$ cat config.mk
export PLATFORM = sky130hd
export DESIGN_NAME = hexseg_capture_flat
export DESIGN_NICKNAME = d
export VERILOG_FILES = /design/src/rtl/hexseg_capture_if.sv /design/src/rtl/hexseg_capture.sv /design/src/flat_wrapper.sv
export SDC_FILE = /design/constraint.sdc
export NUM_CORES = 1
export LEC_CHECK = 0
export ABC_AREA = 1
export BUFFER_PORTS_ARGS = -buffer_cell sky130_fd_sc_hd__buf_2
export CORE_AREA = 10 10 174 128
export CTS_CLUSTER_DIAMETER = 100
export DETAILED_ROUTE_END_ITERATION = 7
export DIE_AREA = 0 0 184 138
export PLACE_DENSITY = 0.51
export SYNTH_ARGS = -nofsm -noshare
export SYNTH_HDL_FRONTEND = slang
export SYNTH_SLANG_ARGS = --single-unit
$ cat constraint.sdc
create_clock -name clk -period 3.94 [get_ports clk]
set_input_delay 0.394 -clock clk [delete_from_list [all_inputs] [get_ports clk]]
set_output_delay 0.394 -clock clk [all_outputs]
set_load 0.01 [all_outputs]
$ cat src/rtl/hexseg_capture_if.sv
// Display bus plus decoded-capture outputs for hexseg_capture; err_clr/err_count exist only with HEXSEG_CAPTURE_ERRCNT_EN.
// Latency: none (wires only). Backpressure: none, the display bus is free-running.
// master = display driver / observer side, slave = capture block.
interface hexseg_capture_if #(
    parameter int NUM_DIGITS = 4
);
    localparam int IDX_W = (NUM_DIGITS > 1) ? $clog2(NUM_DIGITS) : 1;

    logic [6:0]              segment;
    logic [NUM_DIGITS-1:0]   digit_n;
    logic [4*NUM_DIGITS-1:0] value;
    logic [NUM_DIGITS-1:0]   valid;
    logic [NUM_DIGITS-1:0]   blank;
    logic                    update;
    logic [IDX_W-1:0]        update_digit;
    logic                    error;
`ifdef HEXSEG_CAPTURE_ERRCNT_EN
    logic                    err_clr;
    logic [7:0]              err_count;

    modport master (output segment, digit_n, err_clr,
                    input  value, valid, blank, update, update_digit, error, err_count);
    modport slave  (input  segment, digit_n, err_clr,
                    output value, valid, blank, update, update_digit, error, err_count);
`else
    modport master (output segment, digit_n,
                    input  value, valid, blank, update, update_digit, error);
    modport slave  (input  segment, digit_n,
                    output value, valid, blank, update, update_digit, error);
`endif
endinterface

$ cat src/rtl/hexseg_capture.sv
// Decodes a multiplexed 7-segment bus back to per-digit hex nibbles; HEXSEG_CAPTURE_ERRCNT_EN adds err_count/err_clr.
// Latency: update fires on the (STABLE_CYCLES+1)th edge counting the first pin sample of a stable pattern.
// Backpressure: none; passive snooper, every sample is consumed.
module hexseg_capture #(
    parameter int NUM_DIGITS    = 4,
    parameter int STABLE_CYCLES = 3,
    parameter int STALE_CYCLES  = 1024,
    parameter int STALE_W       = 11
) (
    input  logic             clk,
    input  logic             reset_n,
    hexseg_capture_if.slave  bus
);
    localparam int IDX_W = (NUM_DIGITS > 1) ? $clog2(NUM_DIGITS) : 1;
    localparam int CNT_W = $clog2(STABLE_CYCLES + 1);

    typedef enum logic [1:0] {IDLE, TRACK, HOLD} state_t;

    logic [6:0]              s_seg, p_seg;
    logic [NUM_DIGITS-1:0]   s_dig, p_dig;
    state_t                  state, nxt;
    logic [CNT_W-1:0]        cnt, cnt_n;
    logic [4*NUM_DIGITS-1:0] value_q;
    logic [NUM_DIGITS-1:0]   valid_q, blank_q;
    logic                    update_q, error_q;
    logic [IDX_W-1:0]        update_digit_q;
    logic [STALE_W-1:0]      stale_q [NUM_DIGITS];

    logic                    sel, same, accept, glyph_ok, blank_pat;
    logic [IDX_W-1:0]        idx;
    logic [IDX_W:0]          low_cnt;
    logic [3:0]              nibble;

    function automatic logic [4:0] decode(input logic [6:0] p);
        case (p)
            7'h7D: decode = 5'h10;  7'h05: decode = 5'h11;
            7'h73: decode = 5'h12;  7'h37: decode = 5'h13;
            7'h0F: decode = 5'h14;  7'h3E: decode = 5'h15;
            7'h7E: decode = 5'h16;  7'h15: decode = 5'h17;
            7'h7F: decode = 5'h18;  7'h3F: decode = 5'h19;
            7'h5F: decode = 5'h1A;  7'h6E: decode = 5'h1B;
            7'h78: decode = 5'h1C;  7'h67: decode = 5'h1D;
            7'h7A: decode = 5'h1E;  7'h5A: decode = 5'h1F;
            default: decode = 5'h00;
        endcase
    endfunction

    // Selected means exactly one active-low select asserted.
    always_comb begin
        low_cnt = '0;
        idx     = '0;
        for (int i = 0; i < NUM_DIGITS; i++) begin
            if (!s_dig[i]) begin
                low_cnt = low_cnt + (IDX_W+1)'(1);
                idx     = IDX_W'(i);
            end
        end
        sel = (low_cnt == (IDX_W+1)'(1));
    end

    assign same      = (s_seg == p_seg) && (s_dig == p_dig);
    assign glyph_ok  = decode(s_seg) >= 5'h10;
    assign nibble    = decode(s_seg)[3:0];
    assign blank_pat = (s_seg == 7'h00);

    always_comb begin
        nxt    = state;
        cnt_n  = cnt;
        accept = 1'b0;
        case (state)
            IDLE: if (sel) begin
                cnt_n = CNT_W'(1);
                nxt   = TRACK;
            end
            TRACK: begin
                if (!sel)      nxt   = IDLE;
                else if (same) cnt_n = cnt + CNT_W'(1);
                else           cnt_n = CNT_W'(1);
            end
            HOLD: if (!same) begin
                if (sel) begin
                    cnt_n = CNT_W'(1);
                    nxt   = TRACK;
                end else begin
                    nxt = IDLE;
                end
            end
            default: nxt = IDLE;
        endcase
        // Stability reached: accept on this edge and park in HOLD so it fires once.
        if (nxt == TRACK && cnt_n >= CNT_W'(STABLE_CYCLES)) begin
            accept = 1'b1;
            nxt    = HOLD;
        end
    end

    always_ff @(posedge clk or negedge reset_n) begin
        if (!reset_n) begin
            s_seg          <= '0;
            s_dig          <= '0;
            p_seg          <= '0;
            p_dig          <= '0;
            state          <= IDLE;
            cnt            <= '0;
            value_q        <= '0;
            valid_q        <= '0;
            blank_q        <= '0;
            update_q       <= 1'b0;
            update_digit_q <= '0;
            error_q        <= 1'b0;
            for (int k = 0; k < NUM_DIGITS; k++) stale_q[k] <= '0;
        end else begin
            s_seg    <= bus.segment;
            s_dig    <= bus.digit_n;
            p_seg    <= s_seg;
            p_dig    <= s_dig;
            state    <= nxt;
            cnt      <= cnt_n;
            update_q <= 1'b0;
            error_q  <= 1'b0;
            for (int k = 0; k < NUM_DIGITS; k++) begin
                if (stale_q[k] != STALE_W'(STALE_CYCLES)) begin
                    stale_q[k] <= stale_q[k] + STALE_W'(1);
                    if (stale_q[k] == STALE_W'(STALE_CYCLES - 1)) begin
                        valid_q[k] <= 1'b0;
                        blank_q[k] <= 1'b0;
                    end
                end
            end
            // Placed after the stale loop so acceptance overrides a same-edge timeout.
            if (accept) begin
                if (blank_pat) begin
                    valid_q[idx]   <= 1'b0;
                    blank_q[idx]   <= 1'b1;
                    update_q       <= 1'b1;
                    update_digit_q <= idx;
                    stale_q[idx]   <= '0;
                end else if (glyph_ok) begin
                    value_q[4*int'(idx) +: 4] <= nibble;
                    valid_q[idx]   <= 1'b1;
                    blank_q[idx]   <= 1'b0;
                    update_q       <= 1'b1;
                    update_digit_q <= idx;
                    stale_q[idx]   <= '0;
                end else begin
                    error_q <= 1'b1;
                end
            end
        end
    end

    assign bus.value        = value_q;
    assign bus.valid        = valid_q;
    assign bus.blank        = blank_q;
    assign bus.update       = update_q;
    assign bus.update_digit = update_digit_q;
    assign bus.error        = error_q;

`ifdef HEXSEG_CAPTURE_ERRCNT_EN
    logic [7:0] err_count_q;

    always_ff @(posedge clk or negedge reset_n) begin
        if (!reset_n)
            err_count_q <= '0;
        else if (bus.err_clr)
            err_count_q <= '0;
        else if (accept && !blank_pat && !glyph_ok && err_count_q != 8'hFF)
            err_count_q <= err_count_q + 8'd1;
    end

    assign bus.err_count = err_count_q;
`endif
endmodule
$ cat src/flat_wrapper.sv
// flat-port wrapper written by rule: the top's interface ports become plain ports
module hexseg_capture_flat 
#(
    parameter int NUM_DIGITS    = 4,
    parameter int STABLE_CYCLES = 3,
    parameter int STALE_CYCLES  = 1024,
    parameter int STALE_W       = 11
)
  (clk, reset_n, bus_segment, bus_digit_n, bus_value, bus_valid, bus_blank, bus_update, bus_update_digit, bus_error);
  hexseg_capture_if #(.NUM_DIGITS(NUM_DIGITS)) bus_i ();
  input  logic clk;
  input  logic reset_n;
  input wire logic [$bits(bus_i.segment)-1:0] bus_segment;
  input wire logic [$bits(bus_i.digit_n)-1:0] bus_digit_n;
  output wire logic [$bits(bus_i.value)-1:0] bus_value;
  output wire logic [$bits(bus_i.valid)-1:0] bus_valid;
  output wire logic [$bits(bus_i.blank)-1:0] bus_blank;
  output wire logic [$bits(bus_i.update)-1:0] bus_update;
  output wire logic [$bits(bus_i.update_digit)-1:0] bus_update_digit;
  output wire logic [$bits(bus_i.error)-1:0] bus_error;
  assign bus_i.segment = bus_segment;
  assign bus_i.digit_n = bus_digit_n;
  assign bus_value = bus_i.value;
  assign bus_valid = bus_i.valid;
  assign bus_blank = bus_i.blank;
  assign bus_update = bus_i.update;
  assign bus_update_digit = bus_i.update_digit;
  assign bus_error = bus_i.error;
  hexseg_capture #(.NUM_DIGITS(NUM_DIGITS), .STABLE_CYCLES(STABLE_CYCLES), .STALE_CYCLES(STALE_CYCLES), .STALE_W(STALE_W)) u_core (.clk(clk), .reset_n(reset_n), .bus(bus_i));
endmodule
# [Yosys cells after proc, flatten, opt, wreduce, memory -nomap -nowiden]
# Index checks and enable logic that the tools add are counted.
[classes] n_addsub=9 order_cmp=6 n_eq_ne=30 shift=2 mux=62 bitwise_logic=9 n_reduce_logical=9
[op_table] operator="$mux W44" count=3
[op_table] operator="$pmux W5 S16" count=1
[op_table] operator="$eq A7 B7 Y1 const B" count=10
[op_table] operator="$mux W11" count=5
[op_table] operator="$add A11 B1 Y11 const B" count=4
[op_table] operator="$and A44 B44 Y44" count=1
[op_table] operator="$eq A11 B10 Y1 const B" count=4
[op_table] operator="$ne A11 B11 Y1 const B" count=4
[op_table] operator="$not A44 Y44" count=1
[op_table] operator="$neg A4 Y33" count=1
[op_table] operator="$shift A4 B33 Y16 const A" count=1
[op_table] operator="$shiftx A4 B33 Y16" count=1
[op_table] operator="$mux W1" count=27
[op_table] operator="$mux W2" count=12
[op_table] operator="$mux W4" count=6
[op_table] operator="$demux W11 S2" count=1
[op_table] operator="$eq A7 B6 Y1 const B" count=3
[op_table] operator="$bwmux W16" count=1
[op_table] operator="$pmux W2 S3" count=2
[op_table] operator="$mux W3" count=3
[op_table] operator="$and A4 B4 Y4" count=2
[op_table] operator="$or A4 B4 Y4" count=2
[op_table] operator="$eq A7 B3 Y1 const B" count=1
[op_table] operator="$eq A7 B4 Y1 const B" count=1
[op_table] operator="other kinds (25)" count=30
[word_totals] ff_bits=98 in_bits=13 output_inout_bits=28 elab_cells=143

# [Depth between registers and ports, before layout]
[logic_depth] ltp_word=15 mapped_depth=22 ltp_nobuf=22

# [Worst setup path before layout]
# OpenSTA, ideal clock, no wires.
[synth_timing] path_type="register -> register" from="reg u_core.s_dig[1]" to="reg u_core.stale_q[22] (netlist name)" arrival_ns=2.568 slack_ns=1.235 path_stages_with_launch=21 path_buffers=1 synth_period_minus_slack_ns=2.705 path_cell_list="dfrtp_1 > inv_2 > ha_1 > inv_1 > nand2_2 > nand2_4 > inv_1 > ha_1 > inv_1 > nand2_1 > a21oi_1 > nor2_1 > nor2_2 > nand3_1 > nand2_1 > nand2_2 > nand2_2 > nand3_4 > nor2_8 > buf_12 > a21oi_2"
[synth_between] elab_chain_len=13 elab_cells_between_ends=36 classes_between="2 x add/sub; 3 x order compare; 3 x eq/ne; 22 x mux; 3 x bitwise; 3 x reduce/logical"
[synth_lines] element="from (decl)" line_no="hexseg_capture.sv:20" source="logic [NUM_DIGITS-1:0] s_dig, p_dig;"
[synth_lines] element="from (signal assigned)" line_no="hexseg_capture.sv:114" source="s_dig <= bus.digit_n;"
[synth_lines] element="$mux W3" line_no="hexseg_capture.sv:53" source="if (!s_dig[i]) begin"
[synth_lines] element="$add A3 B1 Y3" line_no="hexseg_capture.sv:54" source="low_cnt = low_cnt + (IDX_W+1)'(1);"
[synth_lines] element="$mux W3" line_no="hexseg_capture.sv:53"
[synth_lines] element="$add A3 B1 Y3" line_no="hexseg_capture.sv:54"
[synth_lines] element="$mux W3" line_no="hexseg_capture.sv:53"
[synth_lines] element="$eq A3 B1 Y1" line_no="hexseg_capture.sv:58" source="sel = (low_cnt == (IDX_W+1)'(1));"
[synth_lines] element="$mux W2" line_no="hexseg_capture.sv:71, hexseg_capture.sv:81"
[synth_lines] element="$mux W2" line_no="hexseg_capture.sv:80" source="HOLD: if (!same) begin"
[synth_lines] element="$pmux W2 S3 (*)" line_no="hexseg_capture.sv:70" source="case (state)"
[synth_lines] element="via u_core.cnt_n[0]" line_no="hexseg_capture.sv:22" source="logic [CNT_W-1:0] cnt, cnt_n;"
[synth_lines] element="$ge A2 B2 Y1 (*)" line_no="hexseg_capture.sv:91" source="if (nxt == TRACK && cnt_n >= CNT_W'(STABLE_CYCLES)) begin"
[synth_lines] element="$logic_and A1 B1 Y1 (*)" line_no="hexseg_capture.sv:91"
[synth_lines] element="$mux W1 (*)" line_no="hexseg_capture.sv:91"
[synth_lines] element="$mux W44 (*)" line_no="hexseg_capture.sv:131" source="if (accept) begin"
[synth_lines] element="to (signal, indexed assignment)" line_no="hexseg_capture.sv:123" source="stale_q[k] <= stale_q[k] + STALE_W'(1);"
[synth_lines] element="to (decl)" line_no="hexseg_capture.sv:27" source="logic [STALE_W-1:0] stale_q [NUM_DIGITS];"
# Mark *: on every way through the listed nets, which the timed path passes. The rest lies on a longest branch.
# A chain may end at the register's enable or synchronous reset.

# [Final worst setup path]
[layout_timing] from="reg u_core.s_dig[1]" to="reg u_core.stale_q[34] (netlist name)"
# The elaborated chain is that of the path after synthesis.

==> flow_summary_export.csv <==
group,metric,value,unit
run_status,status,"complete, no violations",
min_path,min_path_type,"input pin to asynchronous set/reset pin",
synth,yosys.area.top_type,"dfrtp_1",
setup_path,slowest_delay,0.48,ns
routing,wl_per_cell,12.71,um
clocking,cts.sinks,98,
setup_path,endpoint_kind,"flop",
layout,fin_nets,712,
clocking,tritoncts,"built",
layout,layout_commonest_cell,"nand2_1",
synth,synth_area_leaders,"dfrtp_1, nand2_1, inv_1, nor2_1, xor2_1",
synth,synth_seq_area_share,45.53,%
setup_path,path_class,"flop to flop",
layout,final_cell_mix,"nand2_1, dfrtp_1, inv_1, nor2_1, buf_2",
synth,synth_seq_cells,98,
floorplanning,pin_count,41,
layout,design_area,0.006106,mm2
placement,gp_congestion,0.7864,
sta,rsz0062_at_grt,"no",
synth,netlist.area_leader.share,45.53,%
clocking,cts.reportedPaths.clkPinSlew,0.07,ns
pwr,pwr-share-comb,23.6,%
clocking,htreeDepth,3,
placement,post_dp_cell_area,0.005828,mm2
setup_path,path_depth,19,
routing,firstDrtPassIters,4,
clocking,cts_buffers,9,
grt,overflow,0,
setup_path,cp_max_fo,27,
sta,tightest_slew,0.6759,ns
floorplanning,core,0.01915,mm2
routing,vias,4096,
synth,synth_warnings,0,
clocking,root_buffer,"clkbuf_16",
sta,relSlewSlack,54.46,%
floorplanning,die_x,184,um
layout,seq_area,0.002452,mm2
sta,skew,0.009531,ns
synth,syn_nets,666,
grt,grt_pass1_vias,4130,
grt,grt_max_degree,49,
pwr,ir_drop,155.2,uV
clocking,hold_buffers,0,
setup_path,crit_chain,"inv_2 -> ha_1 -> inv_1 -> nand2_2 -> nand2_4 -> inv_1 -> ha_1 -> inv_1 -> nand2_1 -> a21oi_1 -> nor2_1 -> nor2_2 -> nand3_1 -> nand2_1 -> nand2_2 -> nand2_2 -> nand3_4 -> nor2_8 -> a21boi_0",
pwr,power_density,469.3,mW/mm2
routing,drc,0,
pwr,p_leak,3.057,nW
setup_path,worst_path_max_delay_cell,"dfrtp_1",
pwr,clkPwrFrac,29.4,%
layout,antenna_cells,0,
placement,post-dp-hpwl,8774,um
routing,via_per_inst,4.362,
setup_path,timing.rr.start,"u_core.s_dig[1]$_DFF_PN0_",
setup_path,critPathRequiredTime,4.13,ns
routing,drt-total-wl,11930,um
sta,whs,0.06378,ns
setup_path,crit_family,"simple AND/OR/NAND/NOR gates",
floorplanning,rows,43,
layout,syn_to_final_growth,13.36,%
clocking,post-cts-setup-buffer-count,0,
sta,finalCritPeriodShare,82.64,%
setup_path,rr_worst_depth,19,
layout,drive_gt1_share,19.08,%
setup_path,r2r_slack,0.68,ns
flow_run,maxCapViolCount,0,
pwr,p_seq_share,47.0,%
sta,drv_slew,0,
synth,synth.distinct_cells,44,
layout,multi_input_area,0.002485,mm2
grt,grt_first_pass_wirelength,21020,um
setup_path,crit_path_start,"u_core.s_dig[1]$_DFF_PN0_",
floorplanning,dieHeight,138,um
routing,antenna_left,0,
pwr,p_sw_share,34.09,%
placement,io_buffer_count,40,
sta,finalSetupViolCount,0,
setup_path,cp-start-kind,"flop",
pwr,intPower,1.888,mW
setup_path,r2r_end,"u_core.stale_q[34]$_DFF_PN0_",
clocking,insertion_delay,0.35,ns
sta,hold_viol,0,
sta,fin_setup_tns,0,ns
clocking,cts_resized,0,
routing,dr.first_iter.drc_count,313,
setup_path,crit_arrival,3.45,ns
pwr,switchingPower,976.8,uW
sta,fin_crit,3.256,ns
clocking,cts_max_path_buffers,2,
grt,grtUsageTotal,10.03,%
floorplanning,start_util,28.12,%
layout,nFillCells,2061,
grt,antenna_found_initial,0,
synth,synthCells,642,
setup_path,cp.buffers_inverters,4,
synth,syn_area,0.005386,mm2
sta,max_freq,307.1,MHz
synth,synth_area_per_cell,8.390,um2
floorplanning,dieArea,0.02539,mm2
## stage by stage
step                      util (%)  instances  setup slack (ns)  power, mW
final                        31.88        939            0.6841      2.865
after global routing         31.88        939            0.3304      3.084
after CTS                    31.88        939            0.6431      2.905
after detailed placement     30.43        924            0.6755      2.049
after global placement       30.43        924            0.7237      2.044
after floorplan                  -        642             1.235      1.867
## cells by family after synthesis
family / count (synthesis) / synth area share (%)
adders and majority gates: 11 / 2.555
DFF: 98 / 45.53
and+or+nand+nor: 338 / 30.34
AOI/OAI and AO/OA: 61 / 7.549
xor gates and xnor gates: 35 / 5.691
buffers and inverters: 99 / 8.339
## registers in the layout, indices dropped and copies added (netlist names), 4 cells and up
signal / flops
u_core.stale_q: 44
u_core.bus.value: 16
u_core.p_seg: 7
u_core.s_seg: 7
u_core.bus.blank: 4
u_core.bus.valid: 4
u_core.p_dig: 4
u_core.s_dig: 4
## area by class of cell
type | instances | area share, %
clock buffers | 9 | 3.689
clock inverters | 6 | 0.8607
inverters | 89 | 5.594
multi-input cells | 445 | 40.70
flip-flops and latches | 98 | 40.16
well taps | 247 | 5.061
repair buffers | 45 | 3.934
## cells in the mapped netlist (all sizes together)
| master | number |
|---|---|
| a21boi | 2 |
| a21oi | 31 |
| a31oi | 1 |
| and2 | 1 |
| buf | 8 |
| clkinv | 1 |
| dfrtp | 98 |
| dlygate4sd1 | 2 |
| ha | 11 |
| inv | 88 |
| nand2 | 163 |
| nand3 | 40 |
| nand3b | 1 |
| nand4 | 23 |
| nor2 | 75 |
| nor3 | 23 |
| nor3b | 2 |
| nor4 | 4 |
| o21ai | 26 |
| o22ai | 1 |
| or2 | 3 |
| or3 | 2 |
| or3b | 1 |
| xnor2 | 8 |
| xor2 | 27 |
## worst register-to-register path, cell delays in order, from the launching register on
cell and delay, ns:
dfrtp_1 0.48, inv_2 0.10, ha_1 0.34, inv_1 0.09, nand2_2 0.07, nand2_4 0.11
inv_1 0.04, ha_1 0.28, inv_1 0.09, nand2_1 0.06, a21oi_1 0.11, nor2_1 0.07
nor2_2 0.10, nand3_1 0.09, nand2_1 0.08, nand2_2 0.06, nand2_2 0.13, nand3_4 0.17
nor2_8 0.46, a21boi_0 0.17
## per-layer routing
layer | vias to the layer above | wire (um) | GRT usage (%)
li1 | 2141 | - | -
met1 | 1875 | 6181 | 14.11
met2 | 66 | 5182 | 14.93
met3 | 14 | 430 | 2.382
met4 | 0 | 138 | 2.667
met5 | - | 0 | 0
## worst max path at each step
stage               slack, ns                      endpoint
CTS                      0.64  u_core.stale_q[34]$_DFF_PN0_
detailed placement       0.68  u_core.stale_q[34]$_DFF_PN0_
global placement         0.72  u_core.stale_q[34]$_DFF_PN0_
finish                   0.68  u_core.stale_q[34]$_DFF_PN0_
floorplan                1.23  u_core.stale_q[22]$_DFF_PN0_
global route             0.33  u_core.stale_q[34]$_DFF_PN0_
## power groups by stage
stage | registers (mW) | logic, mW | clock network [mW]
floorplan | 1.33 | 0.540 | 0
global route | 1.38 | 0.790 | 0.918
global placement | 1.37 | 0.674 | 0
finish | 1.35 | 0.676 | 0.843
CTS | 1.35 | 0.687 | 0.869
detailed placement | 1.36 | 0.684 | 0
(Power assumes the default switching activity.)
